### src/rtl/interrupt_request_unit_pkg.sv
// Shared definitions for the interrupt request unit: FSM state encodings,
// the NMI identifier and the default vector constants.
package interrupt_request_unit_pkg;

  typedef enum logic [1:0] {
    IDLE    = 2'd0,
    REQ_INT = 2'd1,
    REQ_NMI = 2'd2,
    SERVICE = 2'd3
  } irqState_e;

  localparam logic [3:0]  NMI_ID         = 4'hF;
  localparam logic [31:0] DEF_VEC_BASE   = 32'h0000_0100;
  localparam logic [31:0] DEF_VEC_STRIDE = 32'h0000_0010;
  localparam logic [31:0] DEF_NMI_VEC    = 32'h0000_0080;

endpackage

### src/rtl/interrupt_request_unit_priority_enc.sv
// Combinational lowest-index finder over the enabled pending request vector.
module irq_priority_enc #(
  parameter int NUM_IRQ = 8
) (
  input  logic [NUM_IRQ-1:0] req,
  output logic               any,
  output logic [3:0]         idx
);

  always_comb begin
    any = 1'b0;
    idx = 4'd0;
    // Scan downwards so the lowest set index is the last one written.
    for (int i = NUM_IRQ - 1; i >= 0; i--) begin
      if (req[i]) begin
        any = 1'b1;
        idx = 4'(i);
      end
    end
  end

endmodule

### src/rtl/interrupt_request_unit.sv
// Edge-latching interrupt request unit feeding the Controller INT/NMI handshake.
// Optional build macro IRQ_MASK_EN adds a writable enable mask (mask_we/mask_wdata).
module interrupt_request_unit
  import interrupt_request_unit_pkg::*;
#(
  parameter int                NUM_IRQ    = 8,
  parameter int                ADDR_W     = 32,
  parameter logic [ADDR_W-1:0] VEC_BASE   = ADDR_W'(DEF_VEC_BASE),
  parameter logic [ADDR_W-1:0] VEC_STRIDE = ADDR_W'(DEF_VEC_STRIDE),
  parameter logic [ADDR_W-1:0] NMI_VEC    = ADDR_W'(DEF_NMI_VEC)
) (
  input  logic               Clk,
  input  logic               Rst,
  input  logic [NUM_IRQ-1:0] irq_in,
  input  logic               nmi_in,
  input  logic               INA,
  input  logic               eoi,
`ifdef IRQ_MASK_EN
  input  logic               mask_we,
  input  logic [NUM_IRQ-1:0] mask_wdata,
`endif
  output logic               INT,
  output logic               NMI,
  output logic [ADDR_W-1:0]  irq_vector,
  output logic [3:0]         irq_id,
  output logic               in_service,
  output logic [NUM_IRQ-1:0] pending
);

  irqState_e            state, stateNext;
  logic [NUM_IRQ-1:0]   prevIrq;
  logic                 prevNmi;
  logic                 nmiPend;
  logic [NUM_IRQ-1:0]   enabled;
  logic [NUM_IRQ-1:0]   clrIrq;
  logic                 clrNmi;
  logic                 anyReq;
  logic [3:0]           reqIdx;
  logic                 intNext, nmiNext, svcNext;
  logic [3:0]           idNext;
  logic [ADDR_W-1:0]    vecNext;

  function automatic logic [ADDR_W-1:0] vecFor(input logic [3:0] idx);
    return VEC_BASE + ADDR_W'(idx) * VEC_STRIDE;
  endfunction

`ifdef IRQ_MASK_EN
  logic [NUM_IRQ-1:0] maskReg;

  always_ff @(posedge Clk or posedge Rst) begin
    if (Rst)          maskReg <= '1;
    else if (mask_we) maskReg <= mask_wdata;
  end

  assign enabled = maskReg;
`else
  assign enabled = '1;
`endif

  irq_priority_enc #(.NUM_IRQ(NUM_IRQ)) uPrioEnc (
    .req (pending & enabled),
    .any (anyReq),
    .idx (reqIdx)
  );

  always_comb begin
    stateNext = state;
    intNext   = 1'b0;
    nmiNext   = 1'b0;
    svcNext   = 1'b0;
    idNext    = irq_id;
    vecNext   = irq_vector;
    clrIrq    = '0;
    clrNmi    = 1'b0;
    case (state)
      IDLE: begin
        if (nmiPend) begin
          stateNext = REQ_NMI;
          nmiNext   = 1'b1;
          idNext    = NMI_ID;
          vecNext   = NMI_VEC;
        end else if (anyReq) begin
          stateNext = REQ_INT;
          intNext   = 1'b1;
          idNext    = reqIdx;
          vecNext   = vecFor(reqIdx);
        end
      end
      REQ_INT: begin
        // Ack beats a concurrently pending NMI; otherwise NMI pre-empts the request.
        if (INA) begin
          clrIrq    = NUM_IRQ'(1) << irq_id;
          stateNext = SERVICE;
          svcNext   = 1'b1;
        end else if (nmiPend) begin
          stateNext = REQ_NMI;
          nmiNext   = 1'b1;
          idNext    = NMI_ID;
          vecNext   = NMI_VEC;
        end else begin
          intNext   = 1'b1;
        end
      end
      REQ_NMI: begin
        if (INA) begin
          clrNmi    = 1'b1;
          stateNext = SERVICE;
          svcNext   = 1'b1;
        end else begin
          nmiNext   = 1'b1;
        end
      end
      SERVICE: begin
        if (eoi) stateNext = IDLE;
        else     svcNext   = 1'b1;
      end
      default: stateNext = IDLE;
    endcase
  end

  // New edges are OR-ed in after the clear so a same-cycle edge keeps the bit set.
  always_ff @(posedge Clk or posedge Rst) begin
    if (Rst) begin
      state      <= IDLE;
      prevIrq    <= '0;
      prevNmi    <= 1'b0;
      pending    <= '0;
      nmiPend    <= 1'b0;
      INT        <= 1'b0;
      NMI        <= 1'b0;
      in_service <= 1'b0;
      irq_id     <= 4'd0;
      irq_vector <= '0;
    end else begin
      state      <= stateNext;
      prevIrq    <= irq_in;
      prevNmi    <= nmi_in;
      pending    <= (pending & ~clrIrq) | (irq_in & ~prevIrq);
      nmiPend    <= (nmiPend & ~clrNmi) | (nmi_in & ~prevNmi);
      INT        <= intNext;
      NMI        <= nmiNext;
      in_service <= svcNext;
      irq_id     <= idNext;
      irq_vector <= vecNext;
    end
  end

endmodule

### config.mk
export PLATFORM = sky130hd
export DESIGN_NAME = interrupt_request_unit
export DESIGN_NICKNAME = d
export VERILOG_FILES = /design/src/rtl/interrupt_request_unit_pkg.sv /design/src/rtl/interrupt_request_unit_priority_enc.sv /design/src/rtl/interrupt_request_unit.sv
export SDC_FILE = /design/constraint.sdc
export NUM_CORES = 1
export LEC_CHECK = 0
export BUFFER_PORTS_ARGS = -buffer_cell sky130_fd_sc_hd__buf_2
export CAP_MARGIN = 20
export CORE_MARGIN = 5
export CORE_UTILIZATION = 28
export DETAILED_ROUTE_END_ITERATION = 8
export PLACE_DENSITY_LB_ADDON = 0.05
export SLEW_MARGIN = 20
export SYNTH_ARGS = -nofsm -noshare
export SYNTH_HDL_FRONTEND = slang
export SYNTH_SLANG_ARGS = --single-unit
### constraint.sdc
create_clock -name Clk -period 2.5 [get_ports Clk]
set_input_delay 0 -clock Clk [delete_from_list [all_inputs] [get_ports Clk]]
set_output_delay 0 -clock Clk [all_outputs]
set_load 0.005 [all_outputs]
==> results.json <==
{
  "clk_latency_ps": 280,
  "tritoncts": "yes",
  "min_period_ps": 2072,
  "grt_pass1_wl_um": 5892,
  "post_drt_wl_per_cell_um": 12.71,
  "synth_sequential_area_ratio": 0.4708,
  "slowest_stage": "sky130_fd_sc_hd__or4_4",
  "clock-sinks": 31,
  "path_clk_slew_ps": 60,
  "design_area_um2": 1974,
  "total_of_hold_buffers_inserted_after_clock_tree_synthesis": 10,
  "area_delta_synth_final_pct": 19.82,
  "report.final.slew_viol_count": 0,
  "synth_top_cell_by_area": "sky130_fd_sc_hd__dfrtp_1",
  "critical_path.cell_chain": "or4_4 -> o311ai_4 -> a21bo_1 -> mux2_4",
  "floorplan.initialDensity": 0.2833,
  "final_setup_violations": 0,
  "io_pins": 60,
  "fp-row-count": 28,
  "die_area_um2": 7519,
  "cap_viol_max_count": 0,
  "worst-r2r-cell-count": 4,
  "crit_type": "reg2reg",
  "detail-route-antenna-nets": 0,
  "setup-tns-final_ps": 0,
  "seq_power_share": 0.403,
  "fin_nets": 220,
  "r2r_setup_slack_ps": 430,
  "crit_path_start_kind": "flop",
  "unrepaired_setup_endpoints_after_global_routing": "no",
  "largest_net_degree_at_the_start_of_global_routing": 32,
  "placeableCoreArea_um2": 5816,
  "clock_power_share": 0.251,
  "drt_wl_total_um": 3534,
  "yosys.cell_types.count": 40,
  "synth.most_common_cell": "sky130_fd_sc_hd__dfrtp_1",
  "timing.max_slew.rel_slack": 0.6558,
  "status": "finished clean",
  "critical_path_required_ps": 2670,
  "timing.hold.worst.class": "in2reg",
  "drcViolationCount": 0,
  "synth.ff_latch_count": 31,
  "power.static_leakage_uw": 0.0009369,
  "p_int_uw": 1142,
  "synth_enable_flop_cells": 0,
  "post_synth_inst_count": 158,
  "route.top_layer_used": "met4",
  "vias_per_cell": 4.126,
  "cts_post_setup_buffers_inserted": 0,
  "detail_route.wirelength.met1_um": 1545,
  "synth.cells.most_frequent": "sky130_fd_sc_hd__dfrtp_1 (31), sky130_fd_sc_hd__buf_4 (28), sky130_fd_sc_hd__inv_1 (17), sky130_fd_sc_hd__o21ai_0 (17)",
  "synth-main-ff-cell": "sky130_fd_sc_hd__dfrtp_1",
  "worst_hold_path.num_cells": 3,
  "drt_pre_antenna_iters": 4,
  "power.density_cell_area_nw_per_um2": 877.3,
  "cts_root_buf": "sky130_fd_sc_hd__clkbuf_8",
  "clk_buf_depth": 2,
  "number_of_diodes_added_for_antenna_fixing": 0,
  "cts_inserted_buffers": 5,
  "cpPeakStageDelay_ps": 570,
  "die_w_um": 86.72,
  "timing.final.crit_share": 0.8288,
  "dieHeight_um": 86.72,
  "overflow": 0,
  "cts_resized": 0,
  "netSwitchingPower_uw": 589.9,
  "wl_met3_um": 291,
  "vias": 1147,
  "post_synth_instance_area_um2": 1648,
  "final_hold_viol_count": 0,
  "finalWeightedCongestion": 0.7899,
  "drive_above_1_share": 0.2562,
  "first_global_vias": 1171,
  "worstSetupEndpointType": "flop",
  "netlist_top_cells_area": "sky130_fd_sc_hd__dfrtp_1 (47%), sky130_fd_sc_hd__buf_4 (13%), sky130_fd_sc_hd__o21ai_0 (5.2%), sky130_fd_sc_hd__inv_1 (3.9%), sky130_fd_sc_hd__ha_1 (3.8%)",
  "critPathBufInv": 0,
  "synth.top_cell.area_share": 0.4708,
  "yosys_warn_count": 0,
  "fin_worst_hold_slack_ps": 50.31,
  "critical_path_depth": 4,
  "cts_htree_levels": 2,
  "final_setup_slack_of_the_worst_path_ps": 427.9,
  "path_delay_family": "compound AO/OA/AOI/OAI gates",
  "maxClockFrequency_mhz": 482.6,
  "port_buffers": 32,
  "async_reset_ff_frac": 1.000,
  "pre_cts_slack_ps": 418.8,
  "drt_iter0_markers": 43,
  "netSwitchingFraction": 0.3405,
  "power.ir.vdd_worst_mv": 0.2783,
  "power.share.combinational": 0.346,
  "detailroute.wirelength.met2_um": 1650,
  "tightest_slew_ps": 509.6,
  "syn_avg_cell_area_um2": 10.43,
  "globalRouteTotalUtil": 0.1030,
  "worst-endpoint-arrival_ps": 2240,
  "postPlaceCellArea_um2": 1774,
  "worst_clock_skew_ps": 2.961,
  "post-dp-hpwl_um": 2754,
  "grt_antenna_before_repair": 0,
  "crit_fanout": 8
}
metrics by stage:
step | power [uW] | std cells | utilization
finish | 1732 | 278 | 0.3395
global route | 1892 | 278 | 0.3395
CTS | 1766 | 278 | 0.3395
detailed placement | 1310 | 260 | 0.3051
global placement | 1311 | 260 | 0.3051
floorplan | 1191 | 184 | -
sequential cells by signal, indices dropped and copies added, names as in the netlist:
name,count
prevIrq,8
irq_vector,5
nmiPend,1
pending,8
irq_id,3
state,2
NMI,1
prevNmi,1
INT,1
in_service,1
cells by family after synthesis:
| kind of cell | Yosys count | synth area share |
|---|---|---|
| AOI/OAI and AO/OA | 37 | 0.1602 |
| adders and majority gates | 5 | 0.03797 |
| buffers and inverters | 49 | 0.1800 |
| DFF | 31 | 0.4708 |
| muxes | 5 | 0.04328 |
| other | 1 | 0.002276 |
| and+or+nand+nor | 30 | 0.1056 |
placed cells by master (no fill, tap or decap), types with 2 or more instances in the layout:
cell type / instances
sky130_fd_sc_hd__a21oi_1: 3
sky130_fd_sc_hd__buf_2: 32
sky130_fd_sc_hd__clkbuf_8: 7
sky130_fd_sc_hd__conb_1: 27
sky130_fd_sc_hd__dfrtp_1: 31
sky130_fd_sc_hd__dlygate4sd3_1: 10
sky130_fd_sc_hd__ha_1: 5
sky130_fd_sc_hd__inv_1: 17
sky130_fd_sc_hd__mux2_4: 4
sky130_fd_sc_hd__nand2_1: 6
sky130_fd_sc_hd__nand2b_1: 4
sky130_fd_sc_hd__nor2_1: 6
sky130_fd_sc_hd__nor3_1: 2
sky130_fd_sc_hd__o21ai_0: 17
sky130_fd_sc_hd__o22a_1: 2
sky130_fd_sc_hd__o31ai_1: 3
sky130_fd_sc_hd__or4_4: 2
path summary, 6_finish.rpt:
kind                             from          to
min in group asynchronous         Rst     prevNmi
min reg2reg                prevIrq[3]  pending[3]
max in group asynchronous         Rst   irq_id[1]
min                               INA  in_service
max                        pending[4]   irq_id[1]
max reg2reg                pending[4]   irq_id[1]
worst register-to-register path, delay by kind of cell, from the launching register on:
kind	cells	cell delay, ps
mux	1	330
simple gates	1	570
flops	1	410
compound gates	2	640
power groups by stage:
stage          clock, uW  sequential (uW)  combinational, uW
2_1_floorplan          0              677                514
3_3_place_gp           0              709                602
3_5_place_dp           0              709                601
4_1_cts              451              701                614
5_1_grt              477              721                694
6_report             434              698                600
layout make-up:
cell class,instances,area [um2]
multi-input combinational,104,673.1
clock buffer,8,100.1
timing repair buffer,43,267.8
sequential,31,775.7
fill,645,3841
tap,75,93.84
inverter,17,63.81
routing by layer:
metal  vias up  GRT usage
met2        36     0.1572
met5         -          0
met3         5    0.04373
li1        571          -
met1       535     0.1293
met4         0    0.03824
Note: power is estimated with default switching activity, not from simulation.
